[config.mk]
export PLATFORM = sky130hd
export DESIGN_NAME = cache_l1_nway
export DESIGN_NICKNAME = d
export VERILOG_FILES = /design/src/rtl/cache_pkg.sv /design/src/rtl/cache_l1_nway_lru.sv /design/src/rtl/cache_l1_nway.sv
export SDC_FILE = /design/constraint.sdc
export NUM_CORES = 1
export LEC_CHECK = 0
export CORE_MARGIN = 5
export CORE_UTILIZATION = 56
export DETAILED_ROUTE_END_ITERATION = 8
export GPL_TIMING_DRIVEN = 0
export MAX_ROUTING_LAYER = met4
export PLACE_DENSITY_LB_ADDON = 0.05
export REMOVE_ABC_BUFFERS = 1
export SYNTH_ARGS = -nofsm -noshare
export SYNTH_HDL_FRONTEND = slang
export SYNTH_HIERARCHICAL = 1
export SYNTH_SLANG_ARGS = --single-unit
[constraint.sdc]
create_clock -name clk -period 5.3 [get_ports clk]
set_input_delay 1.59 -clock clk [delete_from_list [all_inputs] [get_ports clk]]
set_output_delay 1.59 -clock clk [all_outputs]
set_load 0.1 [all_outputs]
[src/rtl/cache_pkg.sv]
// Shared types and width helpers for the N-way L1 cache.
package cache_pkg;

    typedef enum logic [1:0] {
        IDLE   = 2'd0,
        LOOKUP = 2'd1,
        MEM_RD = 2'd2,
        MEM_WR = 2'd3
    } state_t;

    function automatic int unsigned clog2(input int unsigned v);
        int unsigned r;
        r = 0;
        while ((32'd1 << r) < v) r++;
        return r;
    endfunction

endpackage

[src/rtl/cache_l1_nway_lru.sv]
// True-LRU age tracking per set; victim is the way whose age is WAYS-1.
module lru_nway
    import cache_pkg::*;
#(
    parameter int unsigned WAYS  = 2,
    parameter int unsigned SETS  = 2,
    parameter int unsigned IDX_W = clog2(SETS),
    parameter int unsigned AGE_W = clog2(WAYS)
) (
    input  logic             clk,
    input  logic             reset,
    input  logic [IDX_W-1:0] set,
    input  logic [AGE_W-1:0] way,
    input  logic             touch,
    output logic [AGE_W-1:0] victim_c
);

    logic [AGE_W-1:0] age [SETS][WAYS];

    // Touched way becomes youngest; ways younger than it age by one.
    always_ff @(posedge clk or posedge reset) begin
        if (reset) begin
            for (int s = 0; s < int'(SETS); s++)
                for (int w = 0; w < int'(WAYS); w++)
                    age[s][w] <= AGE_W'(w);
        end else if (touch) begin
            for (int w = 0; w < int'(WAYS); w++)
                if (age[set][w] < age[set][way])
                    age[set][w] <= age[set][w] + AGE_W'(1);
            age[set][way] <= '0;
        end
    end

    always_comb begin
        victim_c = '0;
        for (int w = 0; w < int'(WAYS); w++)
            if (age[set][w] == AGE_W'(WAYS - 1))
                victim_c = AGE_W'(w);
    end

endmodule

[src/rtl/cache_l1_nway.sv]
// N-way set-associative L1 cache, write-through, no-write-allocate, one word per line.
module cache_l1_nway
    import cache_pkg::*;
#(
    parameter int unsigned ADDR_W = 7,
    parameter int unsigned DATA_W = 16,
    parameter int unsigned WAYS   = 2,
    parameter int unsigned SETS   = 2
) (
    input  logic              clk,
    input  logic              reset,
    input  logic              cpu_req,
    output logic              cpu_ready,
    input  logic              cpu_we,
    input  logic [ADDR_W-1:0] cpu_addr,
    input  logic [DATA_W-1:0] cpu_wdata,
    output logic              cpu_done,
    output logic              hit,
    output logic [DATA_W-1:0] q,
    output logic              mem_req,
    output logic              mem_we,
    output logic [ADDR_W-1:0] mem_addr,
    output logic [DATA_W-1:0] mem_wdata,
    input  logic              mem_ack,
    input  logic [DATA_W-1:0] mem_rdata
);

    localparam int unsigned IDX_W = clog2(SETS);
    localparam int unsigned TAG_W = ADDR_W - IDX_W;
    localparam int unsigned AGE_W = clog2(WAYS);

    state_t            state;
    logic              r_we;
    logic [ADDR_W-1:0] r_addr;
    logic [DATA_W-1:0] r_wdata;
    logic              r_hit;

    logic [WAYS-1:0]   valid    [SETS];
    logic [TAG_W-1:0]  tag_arr  [SETS][WAYS];
    logic [DATA_W-1:0] data_arr [SETS][WAYS];

    logic [IDX_W-1:0]  idx_c;
    logic [TAG_W-1:0]  tag_c;
    logic              hit_c;
    logic [AGE_W-1:0]  hit_way_c;
    logic [AGE_W-1:0]  fill_way_c;
    logic [AGE_W-1:0]  lru_victim_c;
    logic [AGE_W-1:0]  touch_way_c;
    logic              fill_c;
    logic              wr_hit_c;
    logic              touch_c;

    assign idx_c = r_addr[IDX_W-1:0];
    assign tag_c = r_addr[ADDR_W-1:IDX_W];

    always_comb begin
        hit_c     = 1'b0;
        hit_way_c = '0;
        for (int w = 0; w < int'(WAYS); w++)
            if (valid[idx_c][w] && (tag_arr[idx_c][w] == tag_c)) begin
                hit_c     = 1'b1;
                hit_way_c = AGE_W'(w);
            end
    end

    // Prefer the lowest-index invalid way before evicting the LRU way.
    always_comb begin
        fill_way_c = lru_victim_c;
        for (int w = int'(WAYS) - 1; w >= 0; w--)
            if (!valid[idx_c][w])
                fill_way_c = AGE_W'(w);
    end

    assign fill_c      = (state == MEM_RD) && mem_ack;
    assign wr_hit_c    = (state == LOOKUP) && r_we && hit_c;
    assign touch_c     = ((state == LOOKUP) && hit_c) || fill_c;
    assign touch_way_c = fill_c ? fill_way_c : hit_way_c;

    lru_nway #(
        .WAYS (WAYS),
        .SETS (SETS)
    ) u_lru (
        .clk      (clk),
        .reset    (reset),
        .set      (idx_c),
        .way      (touch_way_c),
        .touch    (touch_c),
        .victim_c (lru_victim_c)
    );

    // Tag and data storage carry no reset; valid bits qualify them.
    always_ff @(posedge clk) begin
        if (fill_c) begin
            tag_arr[idx_c][fill_way_c]  <= tag_c;
            data_arr[idx_c][fill_way_c] <= mem_rdata;
        end else if (wr_hit_c) begin
            data_arr[idx_c][hit_way_c]  <= r_wdata;
        end
    end

    always_ff @(posedge clk or posedge reset) begin
        if (reset) begin
            state     <= IDLE;
            cpu_ready <= 1'b1;
            cpu_done  <= 1'b0;
            hit       <= 1'b0;
            q         <= '0;
            mem_req   <= 1'b0;
            mem_we    <= 1'b0;
            mem_addr  <= '0;
            mem_wdata <= '0;
            r_we      <= 1'b0;
            r_addr    <= '0;
            r_wdata   <= '0;
            r_hit     <= 1'b0;
            for (int s = 0; s < int'(SETS); s++)
                valid[s] <= '0;
        end else begin
            cpu_done <= 1'b0;
            if (fill_c)
                valid[idx_c][fill_way_c] <= 1'b1;
            case (state)
                IDLE: begin
                    if (cpu_req) begin
                        r_we      <= cpu_we;
                        r_addr    <= cpu_addr;
                        r_wdata   <= cpu_wdata;
                        cpu_ready <= 1'b0;
                        state     <= LOOKUP;
                    end
                end
                LOOKUP: begin
                    r_hit <= hit_c;
                    if (r_we) begin
                        mem_req   <= 1'b1;
                        mem_we    <= 1'b1;
                        mem_addr  <= r_addr;
                        mem_wdata <= r_wdata;
                        state     <= MEM_WR;
                    end else if (hit_c) begin
                        q         <= data_arr[idx_c][hit_way_c];
                        hit       <= 1'b1;
                        cpu_done  <= 1'b1;
                        cpu_ready <= 1'b1;
                        state     <= IDLE;
                    end else begin
                        mem_req   <= 1'b1;
                        mem_we    <= 1'b0;
                        mem_addr  <= r_addr;
                        state     <= MEM_RD;
                    end
                end
                MEM_RD: begin
                    if (mem_ack) begin
                        q         <= mem_rdata;
                        hit       <= 1'b0;
                        cpu_done  <= 1'b1;
                        mem_req   <= 1'b0;
                        cpu_ready <= 1'b1;
                        state     <= IDLE;
                    end
                end
                MEM_WR: begin
                    if (mem_ack) begin
                        q         <= r_wdata;
                        hit       <= r_hit;
                        cpu_done  <= 1'b1;
                        mem_req   <= 1'b0;
                        cpu_ready <= 1'b1;
                        state     <= IDLE;
                    end
                end
                default: state <= IDLE;
            endcase
        end
    end

endmodule

; After elaboration in Yosys (flattened, before gate mapping)
; Memory sizes are Yosys's and may differ from the RTL's.
; Cells that the tools add are included.
[word_totals]
ff_bits = 79
mem_count = 2
wordCells = 220
ram_bits = 88
output_inout_bits = 44
[op_classes]
mux = 110
eq_ne = 13
add_sub_neg = 2
reduce_logical = 23
bitwise = 39
order_cmp = 12
[memory_table]
columns = name, words, word_bits, read_ports, rd_clocked_by_memory_dff, write_ports, line_no
row1 = data_arr, 2, 32, 1, 0, 1, cache_l1_nway.sv:40  ; logic [DATA_W-1:0] data_arr [SETS][WAYS];
row2 = tag_arr, 2, 12, 1, 0, 1, cache_l1_nway.sv:39  ; logic [TAG_W-1:0] tag_arr [SETS][WAYS];
[op_table]
columns = operator, count
row1 = $mux 16, 9
row2 = $mux 32, 2
row3 = $mux 1, 61
row4 = $pmux 16 s3, 1
row5 = $demux 16 s1, 2
row6 = $or 1x1->1, 32
row7 = $mux 2, 13
row8 = $mux 4, 4
row9 = $mux 7, 2
row10 = $eq 6x6->1, 2
row11 = $mux 12, 1
row12 = $ne 2x2->1 const B, 6
row13 = $logic_and 1x1->1, 11
row14 = $bwmux 4, 2
row15 = $demux 2 s1, 4
row16 = $ge 2x2->1 const B, 4
row17 = $lt 2x1->1 const B, 4
row18 = $not 1->2, 4
row19 = $reduce_and 2->1, 4
row20 = $demux 6 s1, 1
row21 = $mux 6, 1
row22 = $pmux 1 s3, 2
row23 = $pmux 2 s3, 1
row24 = $reduce_and 5->1, 1
row25 = other kinds (20), 25

; Depth between registers and ports, before layout
; Gate-level depths: netlist of the first run.
[depth]
ltp_word = 19
mapped_depth = 12

; Hierarchy
; The synthesis of the first run kept the hierarchy.
[modules_own_cells]
columns = module, area_per_inst_um2, n_inst, cells_each, seq_area_each_um2
row1 = cache_l1_nway, 7114.3, 1, 469, 4520.6
row2 = lru_nway, 187.7, 1, 16, 102.6

; Worst setup path before layout of the first run
; No wires, ideal clock.
[synth_path]
path_kind = register to register
from = register r_addr[0]
to = memory data_arr[1][0] (netlist name) (enable)
n_path_buf = 4
setup_ps = 414
path_stages_with_launch = 10
setup_slack_ps = 1625
required_time_ps = 4886
arrival_ps = 3261
path_cell_list = dfrtp_1 -> buf_6 -> o32a_1 -> nor3_4 -> and3_1 -> buf_2 -> buf_6 -> nand3_4 -> buf_2 -> a21boi_0
[synth_via]
elab_chain_len = 14
elab_cells_between_ends = 36
cone_classes = order compare: 4 / eq/ne: 2 / mux: 20 / bitwise: 4 / reduce/logical: 5 / memory: 1
[synth_rtl]
columns = element, line_no
row1 = start: declaration, cache_l1_nway.sv:34  ; logic [ADDR_W-1:0] r_addr;
row2 = start signal: assignment, cache_l1_nway.sv:126  ; r_addr <= cpu_addr;
row3 = $not 1->2 (implied by the code), "cache_l1_nway_lru.sv:37, cache_l1_nway.sv:60, cache_l1_nway.sv:70"
row4 = $mux 2 (implied by the code) (3 in a row), cache_l1_nway_lru.sv:37  ; if (age[set][w] == AGE_W'(WAYS - 1))
row5 = $mux 1, cache_l1_nway_lru.sv:37
row6 = $mux 1 (2 in a row), cache_l1_nway.sv:70  ; if (!valid[idx_c][w])
row7 = $not 1->2 (implied by the code), cache_l1_nway.sv:95  ; data_arr[idx_c][fill_way_c] <= mem_rdata;
row8 = $ge 2x2->1 (implied by the code) or $lt 2x1->1 (tied branches), cache_l1_nway.sv:95
row9 = $logic_and 1x1->1 (implied by the code), cache_l1_nway.sv:95
row10 = $mux 16 (implied by the code), cache_l1_nway.sv:95
row11 = $demux 16 s1, cache_l1_nway.sv:95
row12 = $mux 32 (implied by the code), cache_l1_nway.sv:95
row13 = $or 1x1->1 (no source line), n/a
row14 = end: declaration, cache_l1_nway.sv:40
; Several ways; a longest one is shown, not always the timed one. The select of a mux whose other input is x is not followed.

; Worst setup path after layout of the first run
[layout_path]
from = register r_addr[0]
to = memory data_arr[0][13] (netlist name) (enable)
; Same word-level chain as after synthesis.

==> summary.txt, run 1 <==
=================================================================================================
HPWL after DPL .....................................................................      9920 um
Overflow after GRT .................................................................            0
Critical path, cell by cell ........................................................ mux2i_1, xor2_1, and3_2, nand3_4, a21oi_2, buf_6
Number of nets at the end of the flow ..............................................          615
Maximum level of the CTS H-tree ....................................................            4
Max-capacitance violation count ....................................................            0
Overall routed net length ..........................................................     15000 um
CP delay by family, top ............................................................ simple AND/OR/NAND/NOR gates
Growth of design area from synthesis to finish .....................................        22.4%
Worst-case hold slack ..............................................................     0.475 ns
Unrepaired setup endpoints after global routing ....................................           no
Post-synthesis cell count ..........................................................          485
Number of hold-slack violations in the final timing report .........................            0
Largest family of logic cells by synthesized area .................................. multiplexers
DRC viols ..........................................................................            0
Number of enable flip-flop cells after synthesis ...................................           88
Clock sinks ........................................................................          167
Via count of the first global-routing pass .........................................         4533
Worst skew pair latency ............................................................      0.43 ns
Width of the die ...................................................................       124 um
CTS clk-pin slew, worst paths ......................................................      0.06 ns
Number of distinct library cell variants in the gate-level netlist after synthesis .           44
Worst-case setup slack after placement .............................................     0.758 ns
Antenna diode instance count .......................................................            0
Mean Syn Cell Area .................................................................     15.1 um2
Proportion of synthesized chip area in sequential cells ............................        0.633
Register bit count reported by yosys ...............................................          167
Cell accounting for the most synthesized area ...................................... sky130_fd_sc_hd__edfxtp_1
Antenna violations before repair ...................................................            0
Clk Tree Root Cell ................................................................. sky130_fd_sc_hd__clkbuf_16
Cell area after synthesis ..........................................................     7300 um2
Simple-gate area share of the yosys netlist ........................................       0.0458
Worst Path Required ................................................................      5.43 ns
Clock tree from TritonCTS ..........................................................         done
Type of the most critical hold path ................................................ register to register
Compound-cell area share of the yosys netlist ......................................       0.0550
Wire length of the first global-routing pass .......................................     24100 um
Path type of the worst setup path .................................................. register to register
Slew HR ............................................................................        0.163
Worst Slack Setup Final ............................................................      1.22 ns
Die outline height .................................................................       124 um
Critical path buffers and inverters ................................................            1
Portion of the clock cycle consumed by the worst path in the final layout ..........        0.770
FP Rows ............................................................................           41
Cell with the largest stage delay on the worst path ................................ sky130_fd_sc_hd__and3_2
Crit-path max FO ...................................................................           37
Die Footprint ......................................................................    15400 um2
Initial standard-cell utilization of the core ......................................        0.574
Fin Clk Skew .......................................................................   0.00645 ns
Core utilization of the finished layout ............................................        0.702
Number of vias in the routed layout ................................................         4297
Synth area leaders ................................................................. sky130_fd_sc_hd__edfxtp_1 36%, sky130_fd_sc_hd__dfrtp_1 26%, sky130_fd_sc_hd__mux2_2 15%
Number of clock buffers inserted by TritonCTS ......................................           17
Library cell with the highest instance count after synthesis ....................... sky130_fd_sc_hd__mux2_2
Hold buffer count at CTS ...........................................................            0
Final-report setup violation count .................................................            0
Setup crit start kind ..............................................................     register
Placeable core region ..............................................................    12700 um2
Fill cells .........................................................................          940
Fin. max-slew vios .................................................................            0
Maximum buffer depth of the clock tree .............................................            2
Fraction of final layout cells with drive strength greater than 1 ..................        0.267
Overall fraction of global-route tracks in use .....................................        0.217
Commonest cells in the synthesized netlist ......................................... 99 x sky130_fd_sc_hd__mux2_2, 88 x sky130_fd_sc_hd__edfxtp_1, 76 x sky130_fd_sc_hd__dfrtp_1, 42 x sky130_fd_sc_hd__mux2i_1, 29 x sky130_fd_sc_hd__nor2_1
DRC violation total after the first TritonRoute iteration ..........................          318
Top-level port count ...............................................................           88
Buffers inserted during post-CTS setup optimization ................................            0
Endpoint arrival time on the critical path .........................................      4.21 ns
DRT antenna net count ..............................................................            0
Proportion of synthesized area in mux cells ........................................        0.224
Least-Margin Pin Slew ..............................................................      1.26 ns
Crit. End Element ..................................................................     register
Number of instances resized during post-cts repair .................................            0
Maximum cell stage delay along the critical path ...................................      0.85 ns
Fraction of synthesized cell area in xor and xnor cells ............................       0.0168
Largest net degree at the start of global routing ..................................           45
Synth warn .........................................................................            6
Share of the synthesized area in the top cell type .................................        0.362
Weighted congestion reported at the end of routability-driven placement ............        0.752
Synth Area in Adders ...............................................................            0
Run status ......................................................................... complete, no violations
Maximum operating frequency ........................................................      245 MHz
Port Buffer Count ..................................................................           87
Main flop type after synthesis ..................................................... sky130_fd_sc_hd__edfxtp_1
Length of the first detailed-routing pass in iterations ............................            5
Routed length per placed instance ..................................................      19.8 um
Per-cell via count in the routed design ............................................         5.68
Final worst path period need .......................................................      4.08 ns
Fraction of synthesis flops using an asynchronous set or reset pin .................        0.473
=================================================================================================
[final cells by class]
type	count	area, um2	share of cell area
inverters	8	32.5	0.00364
multi-input cells	283	2520	0.282
clock inverters	9	75.1	0.00840
clock buffers	23	488	0.0546
repair buffers	94	981	0.110
flip-flops and latches	167	4620	0.518
well taps	172	215	0.0241
[path summary, 6_finish.rpt]
| kind | cells after the start | start | end | slack, ns |
|---|---|---|---|---|
| max | 6 | r_addr[0] | data_arr[0][13] | 1.22 |
| min in group asynchronous | 2 | reset | u_lru/age[1] | 1.44 |
| max in group asynchronous | 3 | reset | cpu_ready | 3.15 |
| min | 1 | valid[3] | valid[3] | 0.48 |
| max reg2reg | 6 | r_addr[0] | data_arr[0][13] | 1.22 |
| min reg2reg | 1 | valid[3] | valid[3] | 0.48 |
[worst reg2reg max path, delay by kind of cell (launching register included)]
family,cells,cell delay (ns)
mux,1,0.33
xor+xnor,1,0.41
flops,1,0.84
simple gates,2,1.29
buf+inv,1,0.25
compound gates,1,0.66
[per-stage QoR]
stage	std cells	setup TNS, ns	area [um2]
floorplan	458	0	7150
global placement	717	-58.56	8230
detailed placement	724	0	8370
CTS	756	0	8930
global route	756	0	8930
finish	756	0	8930
[cell usage in the layout, fill, tap and decap left out, types with 4 or more instances in the layout]
| cell | n |
|---|---|
| sky130_fd_sc_hd__clkdlybuf4s50_1 | 87 |
| sky130_fd_sc_hd__clkbuf_8 | 4 |
| sky130_fd_sc_hd__o21ai_0 | 8 |
| sky130_fd_sc_hd__nor2_1 | 29 |
| sky130_fd_sc_hd__nand2_1 | 14 |
| sky130_fd_sc_hd__inv_1 | 7 |
| sky130_fd_sc_hd__xnor2_1 | 8 |
| sky130_fd_sc_hd__mux2_1 | 9 |
| sky130_fd_sc_hd__a21oi_1 | 5 |
| sky130_fd_sc_hd__a41o_1 | 4 |
| sky130_fd_sc_hd__a31oi_1 | 4 |
| sky130_fd_sc_hd__dfrtp_1 | 75 |
| sky130_fd_sc_hd__mux2_2 | 99 |
| sky130_fd_sc_hd__buf_8 | 4 |
| sky130_fd_sc_hd__a221oi_1 | 16 |
| sky130_fd_sc_hd__mux2i_1 | 42 |
| sky130_fd_sc_hd__clkinv_2 | 6 |
| sky130_fd_sc_hd__edfxtp_1 | 88 |
| sky130_fd_sc_hd__xor2_1 | 6 |
| sky130_fd_sc_hd__clkbuf_16 | 17 |
[sequential cells by signal (all words and copies together) (netlist names), 2 cells and up]
register,count
data_arr,64
mem_addr,7
r_wdata,16
mem_wdata,16
valid,4
r_addr,7
q,16
tag_arr,24
state,2
u_lru/age,4
[logic make-up (layout without fill, tap and decap cells)]
family                    count (synthesis)  count (layout)
AOI/OAI and AO/OA                        54              54
xor gates and xnor gates                 14              14
buffers and inverters                    35             134
DFF                                     167             167
muxes                                   150             150
and+or+nand+nor                          65              65
[routing by layer]
metal  vias to the layer above  part of all wire  routed length [um]  GRT usage
met3                        20             0.057                 857     0.0563
met2                       120              0.50                7550      0.338
met1                      2165              0.42                6360      0.282
met4                         0             0.014                 210     0.0719
li1                       1992                 -                   -          -
met5                         -                 0                   0          -
Power of run 1 is left out: the tool's default activity adds up to more than one toggle a clock period on the data nets, which glitch-free logic cannot reach.
==> run 2, diff against run 1 <==
clock period = 3.9 ns   (was 5.3 ns; I/O delays follow)
==> run 2 against run 1 <==
  * Register-to-register slack got worse by 0.87 ns
  * Final area up 0.25%
  * First-iteration DRC count is 0.94% lower
  * Clock skew is 0.0010 ns higher
  * Worst hold slack lost 0.0013 ns
  * Global-route usage is essentially flat
  * Sequential cell count unchanged
  * Die area unchanged
  * Setup slack got worse by 0.87 ns
  * Count of clock-buffer cells in the layout stayed put
  * Critical path depth stayed put
==> summary.txt, run 2 (synthesis gave the netlist of run 1 again) <==
========================================================================================
Run status ................................................................ complete, no violations
Top-level port count ......................................................           88
Final-report setup violation count ........................................            0
Width of the die ..........................................................       124 um
Number of hold-slack violations in the final timing report ................            0
Overall routed net length .................................................     15100 um
Type of the most critical hold path ....................................... register to register
Most flops, register ......................................................     data_arr
Largest net degree at the start of global routing .........................           45
Endpoint arrival time on the critical path ................................      3.68 ns
Crit-path max FO ..........................................................           37
Maximum level of the CTS H-tree ...........................................            4
Unrepaired setup endpoints after global routing ...........................           no
HPWL after DPL ............................................................      9920 um
FP Rows ...................................................................           41
Core utilization of the finished layout ...................................        0.704
Highest-count cells in the layout ignoring fill and taps .................. 99 x sky130_fd_sc_hd__mux2_2, 88 x sky130_fd_sc_hd__edfxtp_1, 87 x sky130_fd_sc_hd__clkdlybuf4s50_1
DRC viols .................................................................            0
Instance count after placement with tap cells included ....................          724
Slew HR ...................................................................        0.160
Cell Count, Final, Fillers Out ............................................          756
Crit. End Element .........................................................     register
Commonest non-fill, non-tap cell in the layout ............................ sky130_fd_sc_hd__mux2_2
Setup crit start kind .....................................................     register
Least-Margin Pin Slew .....................................................      1.26 ns
Placeable core region .....................................................    12700 um2
Maximum operating frequency ...............................................      282 MHz
Overall fraction of global-route tracks in use ............................        0.218
Weighted congestion reported at the end of routability-driven placement ...        0.752
Fin Clk Skew ..............................................................   0.00748 ns
Flip-flop count of the largest register after layout ......................           64
Number of nets at the end of the flow .....................................          615
Top Registers ............................................................. data_arr x64, tag_arr x24
DRC violation total after the first TritonRoute iteration .................          315
Worst-case setup slack after placement ....................................    -0.642 ns
Fraction of final layout cells with drive strength greater than 1 .........        0.267
Overflow after GRT ........................................................            0
Growth of design area from synthesis to finish ............................        22.7%
Initial standard-cell utilization of the core .............................        0.574
Port Buffer Count .........................................................           87
Clock tree from TritonCTS .................................................         done
Number of clock buffers inserted by TritonCTS .............................           17
Wire length of the first global-routing pass ..............................     24200 um
Antenna diode instance count ..............................................            0
CTS clk-pin slew, worst paths .............................................      0.06 ns
Die outline height ........................................................       124 um
Clk Tree Root Cell ........................................................ sky130_fd_sc_hd__clkbuf_16
Die Footprint .............................................................    15400 um2
Portion of the clock cycle consumed by the worst path in the final layout .        0.909
Final worst path period need ..............................................      3.55 ns
Max-capacitance violation count ...........................................            0
Number of vias in the routed layout .......................................         4300
Worst skew pair latency ...................................................      0.43 ns
Per-cell via count in the routed design ...................................         5.69
Worst Path Required .......................................................      4.03 ns
Routed length per placed instance .........................................      19.9 um
DRT antenna net count .....................................................            0
Maximum buffer depth of the clock tree ....................................            2
Via count of the first global-routing pass ................................         4540
Clock sinks ...............................................................          167
Fin. max-slew vios ........................................................            0
Path type of the worst setup path ......................................... register to register
Antenna violations before repair ..........................................            0
Length of the first detailed-routing pass in iterations ...................            5
Worst Slack Setup Final ...................................................     0.354 ns
========================================================================================
[run 2: cell counts in the layout (fill, tap and decap cells not counted)]
No cell type changed its count.
[run 2: worst max-delay path, cell delays in order, from the launching register on]
cell and delay (ns):
sky130_fd_sc_hd__dfrtp_4 0.67, sky130_fd_sc_hd__o32a_1 0.48, sky130_fd_sc_hd__nor3_4 0.32, sky130_fd_sc_hd__and3_4 0.59, sky130_fd_sc_hd__nand3_4 0.39, sky130_fd_sc_hd__a21boi_2 0.55
sky130_fd_sc_hd__buf_8 0.23
[run 2: area by class of cell]
cell class | instances | area, um2
Inverter | 8 | 32.5
Sequential cell | 167 | 4630
Timing Repair Buffer | 94 | 981
Clock buffer | 23 | 488
Fill cell | 932 | 3760
Multi-Input combinational cell | 283 | 2540
Tap cell | 172 | 215
Clock inverter | 9 | 75.1
[run 2: final timing paths]
check	slack [ns]	endpoint	depth (start not counted)	startpoint
worst max register to register	0.35	data_arr[1][4]	6	r_addr[0]
max in group asynchronous	2.16	cpu_ready	3	reset
worst min register to register	0.47	valid[3]	1	valid[3]
worst min-delay path	0.47	valid[3]	1	valid[3]
min in group asynchronous	1.02	u_lru/age[1]	2	reset
worst max-delay path	0.35	data_arr[1][4]	6	r_addr[0]
[run 2: stage by stage]
| step | cell area [um2] | setup TNS (ns) | hold WS (ns) |
|---|---|---|---|
| 2_1_floorplan | 7150 | -18.82 | 0.440 |
| 3_3_place_gp | 8230 | -248.34 | 0.459 |
| 3_5_place_dp | 8370 | -34.87 | 0.456 |
| 4_1_cts | 8940 | 0 | 0.476 |
| 5_1_grt | 8960 | 0 | 0.496 |
| 6_report | 8960 | 0 | 0.474 |
[run 2: metal layers]
| layer | vias to the layer above | GRT usage | share of wire |
|---|---|---|---|
| li1 | 1992 | - | - |
| met1 | 2156 | 0.283 | 0.42 |
| met2 | 138 | 0.339 | 0.51 |
| met3 | 14 | 0.0554 | 0.057 |
| met4 | 0 | 0.0719 | 0.011 |
| met5 | - | - | 0 |
[run 2: what timing repair did]
item / CTS / global route
setup buffers: 0 / 0
endpoints found under the setup margin: 125 / 48
hold buffers: 0 / 0
resized for setup: 2 / 3
Power of run 2 is left out for the same reason.
==> run 3, diff against run 2 <==
CTS_CLUSTER_SIZE = 12   (was unset)
==> results of run 3 <==
Final layout, timing and power as in run 2 (identical DEF).
Power of run 3 is left out for the same reason.
==> edit 1 (flow settings as in run 2) <==
`SETS` is set to 2 in 2 places; all go to 4.
--- a/src/rtl/cache_l1_nway_lru.sv
+++ b/src/rtl/cache_l1_nway_lru.sv
@@ -4,5 +4,5 @@
 #(
     parameter int unsigned WAYS  = 2,
-    parameter int unsigned SETS  = 2,
+    parameter int unsigned SETS  = 4,
     parameter int unsigned IDX_W = clog2(SETS),
     parameter int unsigned AGE_W = clog2(WAYS)
--- a/src/rtl/cache_l1_nway.sv
+++ b/src/rtl/cache_l1_nway.sv
@@ -6,5 +6,5 @@
     parameter int unsigned DATA_W = 16,
     parameter int unsigned WAYS   = 2,
-    parameter int unsigned SETS   = 2
+    parameter int unsigned SETS   = 4
 ) (
     input  logic              clk,
Check against the original RTL: same outputs for any inputs over 4 cycles, from zero or initial values and one cycle with reset high; that may be too few to reach the edited logic, so the function may still have changed.
==> edit 1 against run 2 <==
Critical path depth grew 1; die area increased by 43%; critical path type unchanged; cell area is 46% higher; sequential cell count increased by 88; setup slack got worse by 0.24 ns; area after synthesis grew 47%; wire length increased by 50%.
==> edit 1: results (changes against run 2) <==
- CTS Buf Count: 29 (+12)
- Initial antenna violation count: 0 (unchanged)
- Final wirelength: 22.5 mm (+50%)
- Most instantiated cells after synthesis: 168 x edfxtp_1, 85 x mux2_2, 82 x dfrtp_1
- Place WS: -0.878 ns (-0.236 ns)
- Leakage: 0.00467 uW
- Vias in the first global route: 6,280 (+38%)
- Synth top area cells: edfxtp_1 47%, dfrtp_1 19%, mux4_2 9.2%
- Skew-Pair Late Insertion Delay: 0.53 ns (+0.10 ns)
- CP top delay family: simple AND/OR/NAND/NOR gates
- Critical Path Max Stage Delay: 0.71 ns (+0.04 ns)
- Asr flop ratio synth: 34.1% (-13 points)
- Drt pass-1 iters: 5 (unchanged)
- Slew @ Worst Pin: 1.10 ns (-0.158 ns)
- Post-synth EDFFs: 168 (+91%)
- NumNets Final: 756 (+23%)
- Violation count after the first detailed-route iteration: 367 (+17%)
- Clock skew: 0.0115 ns (+0.00400 ns)
- Biggest regs: data_arr (128), tag_arr (40)
- CP Max Fanout: 20 (-46%)
- Routed WL per cell: 22.7 um (+14%)
- Overall Global Routing Usage: 21.6% (-0.15 points)
- Fill count: 1,237 (+33%)
- Ratio of cells with drive above 1 in the final layout: 31.5% (+4.8 points)
- Post-DP HPWL: 14.2 mm (+44%)
- Maxcap violations: 0 (unchanged)
- Mapped Cells: 613 (+26%)
- Global-route wire length before repair: 35.7 mm (+48%)
- Root buffer cell: clkbuf_16
- Synth unique cells: 45 (+2.3%)
- Max clock buf depth: 3 (+1)
- Crit-path slowest cell: nand3_2
- Via/cell ratio: 5.83 (+2.4%)
- Fraction of the yosys area taken by sequential cells: 67.2% (+3.9 points)
- GP Congestion: 0.741 (-1.5%)
- Status: finished clean
- Post-placement cell count: 940 (+30%)
- H-Tree Depth: 1 (-3)
==> edit 1: cell types whose count changed after synthesis, sizes merged, moves of 6 or more <==
cell,delta
a221oi,-16
a21oi,+25
dfrtp,+6
or2,+6
mux2i,-17
mux4,+44
edfxtp,+80
o21ai,-6
inv,+7
==> edit 1: power by group through the flow <==
stage	sequential [uW]	combinational, uW	clock [uW]
2_1_floorplan	5780	1850	0
3_3_place_gp	4380	4420	0
3_5_place_dp	4310	4590	0
4_1_cts	4210	4720	2820
5_1_grt	4300	4920	2960
6_report	4210	4680	2760
==> edit 1: stage by stage <==
step / util, % / instance area [um^2] / hold WS [ns]
final: 69.6 / 13100 / 0.462
after global routing: 69.6 / 13100 / 0.483
after CTS: 69.6 / 13100 / 0.465
after detailed placement: 63.9 / 12000 / 0.453
after global placement: 62.5 / 11800 / 0.447
after floorplan: - / 10600 / 0.434
==> edit 1: final cells by class <==
cell class / count / area [um^2] / share of cell area, %
multi-input cells: 311 / 3410 / 26.0
inverters: 15 / 58.8 / 0.449
well taps: 260 / 325 / 2.48
clock inverters: 15 / 223 / 1.70
flip-flops and latches: 255 / 7240 / 55.3
repair buffers: 100 / 1090 / 8.31
clock buffers: 37 / 756 / 5.77
==> edit 1: per-layer routing <==
metal,up-vias,part of all wire (%),global-route usage (%)
li1,2565,-,-
met1,3025,42,28.9
met2,161,51,35.6
met3,35,5.3,3.60
met4,0,1.5,4.80
met5,-,0,-
==> edit 1: worst paths after layout <==
| kind | slack [ns] | to | startpoint | cells after the start |
|---|---|---|---|---|
| setup reg to reg | 0.12 | data_arr[2][11] | r_addr[0] | 7 |
| hold reg to reg | 0.46 | valid[2] | valid[2] | 1 |
| max in group asynchronous | 2.24 | r_addr[1] | reset | 3 |
| setup / recovery | 0.12 | data_arr[2][11] | r_addr[0] | 7 |
| min in group asynchronous | 0.98 | u_lru/age[1] | reset | 2 |
| hold / removal | 0.46 | valid[2] | valid[2] | 1 |
==> edit 1: logic make-up (layout without fill, tap and decap cells) <==
| family | after synthesis | in the layout | synth area share, % |
|---|---|---|---|
| buf+inv | 47 | 167 | 2.11 |
| flops | 255 | 255 | 67.2 |
| simple gates | 72 | 72 | 3.67 |
| mux | 179 | 179 | 23.3 |
| xor+xnor | 12 | 12 | 0.978 |
| compound gates | 48 | 48 | 2.68 |
==> edit 1: repair_timing <==
item                       CTS  global route
gates resized for setup     13             0
setup endpoints to repair  256             0
setup buffers                1             0
==> edit 2 (config.mk and constraints of run 2) <==
Made on the original files. Re-encode `state_t` (4 states) as one-hot, 4 bits wide.
--- a/src/rtl/cache_pkg.sv
+++ b/src/rtl/cache_pkg.sv
@@ -2,9 +2,9 @@
 package cache_pkg;
 
-    typedef enum logic [1:0] {
-        IDLE   = 2'd0,
-        LOOKUP = 2'd1,
-        MEM_RD = 2'd2,
-        MEM_WR = 2'd3
+    typedef enum logic [3:0] {
+        IDLE   = 4'b0001,
+        LOOKUP = 4'b0010,
+        MEM_RD = 4'b0100,
+        MEM_WR = 4'b1000
     } state_t;
 
Function: same outputs for any inputs over 4 cycles, from zero or initial values and one cycle with reset high; so few cycles prove little.
==> edit 2 against run 2 <==
Cell area grew 1.5%; critical path depth fell by 1; wire length increased by 9.2%; die area increased by 0.55%; via count up 9.9%; cell count up 12%; register-to-register slack better by 0.15 ns; area after synthesis rose by 0.60%; synthesized cell count grew 16%; sequential cell count rose by 2; setup slack worse by 0.073 ns.
==> edit 2: results (changes against run 2) <==
- Compound-Gate Fraction of Synth Area: 4.84% (-0.66 points)
- Area after DPL: 0.00845 mm^2 (+1.0%)
- Post-placement cell count: 804 (+11%)
- Critical Path AT: 3.94 ns (+0.26 ns)
- Violation count after the first detailed-route iteration: 356 (+13%)
- Rel. slew slack: 15.9% (-0.086 points)
- Asr flop ratio synth: 47.9% (+0.62 points)
- Largest net degree at the start of global routing: 67 (+49%)
- GR Util met3: 5.96% (+0.42 points)
- CP Max Fanout: 26 (-30%)
- Status: finished clean
- M2 GR Usage: 35.1% (+1.2 points)
- Global-route wire length before repair: 26.5 mm (+9.8%)
- GP Congestion: 0.788 (+4.9%)
- M1 GR Usage: 29.5% (+1.2 points)
- Synth top area cells: edfxtp_1 36%, dfrtp_1 26%, mux2i_1 10%
- Critical Path Max Stage Delay: 0.91 ns (+0.24 ns)
- Crit-path slowest cell: nand2_1
- Synth unique cells: 48 (+9.1%)
- Met2 wire len: 8.17 mm (+6.6%)
- Fraction of the yosys area taken by sequential cells: 63.6% (+0.32 points)
- Syn avg cell area: 13.1 um^2 (-13%)
- WL met3: 792 um (-6.9%)
- Fill count: 926 (-0.64%)
- Overall Global Routing Usage: 22.6% (+0.80 points)
- Post-Synth XOR/XNOR Area: 1.55% (-0.13 points)
- Routed WL per cell: 19.5 um (-2.2%)
==> edit 2: what timing repair did <==
action,in CTS,in global routing
gates resized for setup,1,0
gates cloned,0,0
pin swaps,1,1
setup endpoints to repair,50,35
setup buffers,0,7
==> edit 2: worst max-delay path, delay by kind of cell <==
family                 cells  cell delay (ns)
buffers and inverters      2             1.24
AOI/OAI and AO/OA          1             0.42
and+or+nand+nor            2             1.09
==> edit 2: final timing paths <==
path / start / to / slack (ns) / cells after the start
hold / removal: cpu_ready / cpu_ready / 0.46 / 2
hold reg to reg: cpu_ready / cpu_ready / 0.46 / 2
max in group asynchronous: reset / cpu_ready / 2.14 / 3
setup / recovery: cpu_req / r_addr[4] / 0.28 / 5
min in group asynchronous: reset / u_lru/age[1] / 1.02 / 2
setup reg to reg: r_addr[0] / data_arr[0][11] / 0.50 / 10
==> edit 2: kinds of logic (layout without fill, tap and decap cells) <==
group | count (synthesis) | count (layout)
DFF | 169 | 169
and+or+nand+nor | 166 | 166
muxes | 115 | 115
buffers and inverters | 53 | 164
AOI/OAI and AO/OA | 45 | 45
xor gates and xnor gates | 13 | 13
==> edit 2: final cells by class <==
cell class / count / area [um^2] / share of cell area [%]
multi-input cells: 339 / 2420 / 26.7
clock inverters: 9 / 75.1 / 0.826
repair buffers: 105 / 1110 / 12.3
flip-flops and latches: 169 / 4680 / 51.5
well taps: 172 / 215 / 2.37
inverters: 27 / 105 / 1.16
clock buffers: 23 / 478 / 5.26
==> edit 2: where the power goes <==
| group | total [uW] | internal [uW] | leakage [uW] | switching (uW) |
|---|---|---|---|---|
| clock | 1580 | 922 | 0.000274 | 658 |
| sequential | 2620 | 2270 | 0.00181 | 349 |
| combinational | 3050 | 862 | 0.00168 | 2190 |
